`src/rtl/fp64_acc_pkg.sv`:
```
// Shared types and helpers for the fp64 vector-sum sequencer: FSM encoding,
// fp64 exponent field constants and the input sanitiser.
package fp64_acc_pkg;

  typedef enum logic [1:0] {
    FEED     = 2'd0,
    FLUSH    = 2'd1,
    WAIT_SUM = 2'd2,
    EMIT     = 2'd3
  } state_t;

  localparam int               FP64_EXP_LSB     = 52;
  localparam int               FP64_EXP_W       = 11;
  localparam logic [10:0]      FP64_EXP_SPECIAL = 11'h7FF;

  function automatic logic [FP64_EXP_W-1:0] fp64_exp(input logic [63:0] d);
    return d[FP64_EXP_LSB +: FP64_EXP_W];
  endfunction

  // A zero exponent covers +/-0 and every denormal; all of them become +0.0.
  function automatic logic [63:0] fp64_sanitise(input logic [63:0] d);
    if (fp64_exp(d) == '0) return 64'h0;
    return d;
  endfunction

endpackage

```
`src/rtl/fp64_vec_sum_ctrl.sv`:
```
// Job sequencer in front of the fp64 accumulator: streams elements, flushes the
// accumulator on tlast and emits one tagged sum per vector. Optional: FP64_SPECIAL_FLAG_EN.
module fp64_vec_sum_ctrl
  import fp64_acc_pkg::*;
#(
  parameter int CNT_WIDTH      = 16,
  parameter int ID_WIDTH       = 8,
  parameter int TIMEOUT_CYCLES = 1024
) (
  input  logic                 clk,
  input  logic                 rstn,
  input  logic [63:0]          s_tdata,
  input  logic                 s_tvalid,
  input  logic                 s_tlast,
  output logic                 s_tready,
  output logic [63:0]          acc_tdata,
  output logic                 acc_tvalid,
  input  logic                 acc_tready,
  output logic                 clr_valid,
  input  logic                 clr_ready,
  input  logic [63:0]          sum_tdata,
  input  logic                 sum_tvalid,
  output logic                 sum_tready,
  output logic [63:0]          r_tdata,
  output logic                 r_tvalid,
  input  logic                 r_tready,
  output logic [ID_WIDTH-1:0]  r_id,
  output logic [CNT_WIDTH-1:0] r_count,
  output logic                 r_err
`ifdef FP64_SPECIAL_FLAG_EN
  ,
  output logic                 r_special
`endif
);

  localparam int                TMR_W    = $clog2(TIMEOUT_CYCLES);
  localparam logic [TMR_W-1:0]  TMR_LOAD = TMR_W'(TIMEOUT_CYCLES - 1);

  state_t               r_state;
  logic [CNT_WIDTH-1:0] r_cnt;
  logic [ID_WIDTH-1:0]  r_vid;
  logic [63:0]          r_sum;
  logic                 r_res_err;
  logic [TMR_W-1:0]     r_tmr;

  logic w_beat;
  logic w_emit_done;

  assign w_beat      = (r_state == FEED) && s_tvalid && acc_tready;
  assign w_emit_done = (r_state == EMIT) && r_tready;

  assign s_tready   = (r_state == FEED) && acc_tready;
  assign acc_tvalid = (r_state == FEED) && s_tvalid;
  assign acc_tdata  = fp64_sanitise(s_tdata);
  assign clr_valid  = (r_state == FLUSH);
  assign sum_tready = (r_state == WAIT_SUM);
  assign r_tvalid   = (r_state == EMIT);
  assign r_tdata    = r_sum;
  assign r_id       = r_vid;
  assign r_count    = r_cnt;
  assign r_err      = r_res_err;

  // NOTE: all state updates use non-blocking assignments so every register
  // samples pre-edge values; reset is synchronous to match the rest of the codebase.
  always_ff @(posedge clk) begin
    if (!rstn) begin
      r_state   <= FEED;
      r_cnt     <= '0;
      r_vid     <= '0;
      r_sum     <= '0;
      r_res_err <= 1'b0;
      r_tmr     <= '0;
    end else begin
      case (r_state)
        FEED: begin
          if (w_beat) begin
            if (r_cnt != '1) r_cnt <= r_cnt + 1'b1;
            if (s_tlast) r_state <= FLUSH;
          end
        end
        FLUSH: begin
          if (clr_ready) begin
            r_state <= WAIT_SUM;
            r_tmr   <= TMR_LOAD;
          end
        end
        WAIT_SUM: begin
          // A sum arriving on the final timer cycle still takes priority.
          if (sum_tvalid) begin
            r_sum     <= sum_tdata;
            r_res_err <= 1'b0;
            r_state   <= EMIT;
          end else if (r_tmr == '0) begin
            r_sum     <= '0;
            r_res_err <= 1'b1;
            r_state   <= EMIT;
          end else begin
            r_tmr <= r_tmr - 1'b1;
          end
        end
        EMIT: begin
          if (r_tready) begin
            r_vid   <= r_vid + 1'b1;
            r_cnt   <= '0;
            r_state <= FEED;
          end
        end
        default: r_state <= FEED;
      endcase
    end
  end

`ifdef FP64_SPECIAL_FLAG_EN
  logic r_spec;

  always_ff @(posedge clk) begin
    if (!rstn)                                             r_spec <= 1'b0;
    else if (w_emit_done)                                  r_spec <= 1'b0;
    else if (w_beat && fp64_exp(s_tdata) == FP64_EXP_SPECIAL) r_spec <= 1'b1;
  end

  assign r_special = r_spec;
`endif

endmodule

```
`config.mk`:
```
export PLATFORM = sky130hd
export DESIGN_NAME = fp64_vec_sum_ctrl
export DESIGN_NICKNAME = d
export VERILOG_FILES = /design/src/rtl/fp64_acc_pkg.sv /design/src/rtl/fp64_vec_sum_ctrl.sv
export SDC_FILE = /design/constraint.sdc
export NUM_CORES = 1
export LEC_CHECK = 0
export CORE_MARGIN = 2
export CORE_UTILIZATION = 36
export CTS_CLUSTER_SIZE = 10
export DETAILED_ROUTE_END_ITERATION = 8
export PLACE_DENSITY_LB_ADDON = 0.3
export SETUP_SLACK_MARGIN = 0.1
export SYNTH_ARGS = -nofsm -noshare
export SYNTH_HDL_FRONTEND = slang
export SYNTH_SLANG_ARGS = --single-unit
```
`constraint.sdc`:
```
create_clock -name clk -period 2.2 [get_ports clk]
set_input_delay 0.22 -clock clk [delete_from_list [all_inputs] [get_ports clk]]
set_output_delay 0.22 -clock clk [all_outputs]
set_load 0.005 [all_outputs]
```
==> out/summary.log <==
INFO  die            die_width=116µm
INFO  logic_synthesis ys_seq_area_frac=0.450
INFO  grt            wire_length_of_the_first_global_routing_pass=23900µm
INFO  clocking       cts-htree-levels=3
INFO  placement      portBuffers=293
INFO  worst_setup_path timing.critical_path.arrival=1.81ns
INFO  timing         timing.fmax=492MHz
INFO  placement      dp_worst_setup_slack=-0.0462ns
INFO  layout         multi_input_comb_area=2310µm²
INFO  drt            wire_per_inst=17.5µm
INFO  logic_synthesis synthDistinctLibCells=65
INFO  die            die-height=116µm
INFO  hold_path      hold_path_class=reg -> reg
INFO  power_and_ir_drop worst_ir_drop_vdd=0.402mV
INFO  worst_setup_path critical_path_peak_fanout=52
INFO  layout         antenna_cells=0
INFO  timing         fin_skew=0.0136ns
INFO  clocking       clock-root-buffer=clkbuf_16
INFO  placement      dp_hpwl=12600µm
INFO  layout         layout-drive-gt1-share=0.0786
INFO  logic_synthesis synth_area=4490µm²
INFO  grt            grt_start_max_net_pins=65
INFO  worst_setup_path kind_of_launch_point_of_the_worst_setup_path=input pin
INFO  die            rows=40
INFO  logic_synthesis async_reset_ff_frac=0
INFO  timing         finalSetupTns=0ns
INFO  worst_setup_path setup.worst_path.class=in -> out
INFO  power_and_ir_drop total_power=5830µW
INFO  die            io_pins=294
INFO  layout         stdcell_count=931
INFO  logic_synthesis synthFlopType=dfxtp_1
INFO  drt            drc=0
INFO  logic_synthesis synthesis.instances=470
INFO  drt            drt_iter0_drc=396
INFO  timing         timing.final.ws_setup=0.168ns
INFO  drt            drt.antenna.violating_nets=0
INFO  timing         worst_slew_slack_as_a_fraction_of_its_limit=0.616
INFO  die            core_area=12100µm²
INFO  clocking       clkSlewWorstSetupHoldPaths=0.07ns
INFO  timing         worst_slew_pin_slew=0.576ns
INFO  worst_setup_path path_cells=clkdlybuf4s50_1, nor4_2, nand3_1, buf_12, and2_1, dlygate4sd2_1
INFO  timing         maxSlewViolCount=0
INFO  timing         min_period_over_period=0.924
INFO  logic_synthesis post_synthesis_net_count=613
INFO  placement      placedCellCount=914
INFO  clocking       clock_tree.buffer_depth=2
INFO  logic_synthesis synth-edff-count=0
INFO  power_and_ir_drop pwr_density_cell=730nW/µm²
INFO  logic_synthesis count_of_state_elements_after_synthesis=101
INFO  grt            first_global_vias=4634
INFO  placement      final_weighted_congestion_of_routability_driven_global_placement=0.912
INFO  timing         fin_crit=2.03ns
INFO  worst_setup_path crit_path_top_delay_cell=clkdlybuf4s50_1
INFO  clocking       numCtsBuffers=9
INFO  grt            global_route.usage.total=0.228
INFO  worst_setup_path worst_path_largest_cell_delay=0.46ns
INFO  timing         setup_viol_count_final=0
INFO  outcome        status=completed
INFO  worst_setup_path cp_top_family=buffers and inverters
INFO  logic_synthesis yosysWarnings=0
INFO  clocking       clock_tree_from_tritoncts=done
INFO  flow_run       drv.max_cap_violation_count=0
INFO  layout         filler_cell_count=976
INFO  clocking       cts_hold_repair.buffers=0
INFO  drt            drt_first_pass_iters=4
INFO  layout         final_net_count=901
INFO  timing         unrepaired_setup_endpoints_after_global_routing=false
INFO  die            die_area=13400µm²
INFO  layout         area.growth.synth_to_final=77.9%
INFO  die            floorplan.initialDensity=0.371
INFO  grt            grt_remaining_overflow=0
INFO  drt            totalWireLength=16300µm
INFO  clocking       worst_skew_pair.late_latency=0.35ns
INFO  worst_setup_path cp_data_required_time=1.98ns
INFO  worst_setup_path end_kind=primary output
INFO  drt            vias_per_cell=5.27
INFO  drt            detailroute.via_count=4904
INFO  power_and_ir_drop static-leakage-power=0.00302µW
INFO  clocking       cts_sinks=101
INFO  logic_synthesis synth.avg_cell_area=9.55µm²
INFO  worst_setup_path number_of_buffers_and_inverters_on_the_critical_path=3
INFO  timing         finalHoldViolations=0
INFO  grt            grt_antenna_before_repair=0
INFO  layout         seqCellArea=2020µm²
-- report_power, final --
part	leakage (µW)	switching (µW)	internal (µW)
clock	0.000147	722	923
combinational	0.00206	920	1040
sequential	0.000816	199	2030
total	0.00302	1840	3990
-- cells by family after synthesis --
kind of cell	Yosys count	share of synthesized area
mux	4	0.00919
flops	101	0.450
simple gates	158	0.211
buf+inv	53	0.0460
fa+ha+maj	7	0.0195
xor+xnor	5	0.00975
compound gates	142	0.254
-- metal layers --
| metal | track usage | vias up | wire [µm] | part of all wire |
|---|---|---|---|---|
| li1 | - | 2332 | - | - |
| met4 | 0.0929 | 0 | 380 | 0.023 |
| met1 | 0.267 | 2304 | 6530 | 0.40 |
| met2 | 0.398 | 240 | 8190 | 0.50 |
| met3 | 0.0596 | 28 | 1230 | 0.075 |
| met5 | 0 | - | 0 | 0 |
-- timing repair --
action | 4_1_cts | 5_1_grt
hold endpoints to repair | 0 | 0
setup buffers | 1 | 0
pin swaps | 2 | 1
setup endpoints to repair | 53 | 11
gates resized for setup | 55 | 5
-- cell usage after synthesis (all sizes together) (5+ instances only) --
| library cell | n | area, µm² |
|---|---|---|
| a21oi | 10 | 50.1 |
| nor4 | 7 | 80.1 |
| o21ai | 9 | 45.0 |
| buf | 6 | 30.0 |
| a31oi | 15 | 93.8 |
| and2 | 59 | 369 |
| nand4 | 6 | 58.8 |
| clkbuf | 35 | 131 |
| dfxtp | 101 | 2020 |
| a311oi | 8 | 70.1 |
| nor2 | 18 | 67.6 |
| nor3 | 5 | 25.0 |
| ha | 7 | 87.6 |
| inv | 12 | 45.0 |
| nand2 | 25 | 93.8 |
| a41oi | 5 | 43.8 |
| a22o | 64 | 561 |
| nand3 | 15 | 75.1 |
-- cell type report --
type / count / share of cell area
clock inverters: 6 / 0.00877
flip-flops and latches: 101 / 0.253
clock buffers: 10 / 0.0299
multi-input cells: 316 / 0.289
well taps: 168 / 0.0263
inverters: 12 / 0.00564
repair buffers: 318 / 0.387
-- tightest hold or removal path, stage by stage (launching register included) --
cell     delay (ns)
dfxtp_1        0.33
inv_1          0.05
a21oi_1        0.05
-- placed cells by master, fill, tap and decap left out, drive strengths merged, types with 8 or more instances in the layout --
| cell type | count |
|---|---|
| a21oi | 10 |
| a22o | 64 |
| a311oi | 8 |
| a31oi | 15 |
| and2 | 59 |
| buf | 25 |
| clkbuf | 10 |
| clkdlybuf4s50 | 238 |
| dfxtp | 101 |
| dlygate4sd2 | 55 |
| inv | 14 |
| nand2 | 25 |
| nand3 | 15 |
| nor2 | 18 |
| o21ai | 9 |
-- flip-flops by register name (all words and copies together) (netlist names) --
register,count
r_count,16
r_err,1
r_id,8
r_state,2
r_tdata,64
r_tmr,10
-- worst paths after layout --
path	start	endpoint	slack, ns	cells past startpoint
max	s_tdata[53]	acc_tdata[49]	0.17	6
min	r_err	r_err	0.47	2
max reg2reg	r_tmr[4]	r_tmr[4]	0.24	4
min reg2reg	r_err	r_err	0.47	2
-- metrics by stage --
stage | hold slack (ns) | utilization | area [µm²]
finish | 0.467 | 0.660 | 7990
global route | 0.467 | 0.660 | 7990
CTS | 0.458 | 0.658 | 7960
detailed placement | 0.455 | 0.637 | 7720
global placement | 0.455 | 0.637 | 7720
floorplan | 0.353 | - | 4490
Power figures use the tool's default switching activity.
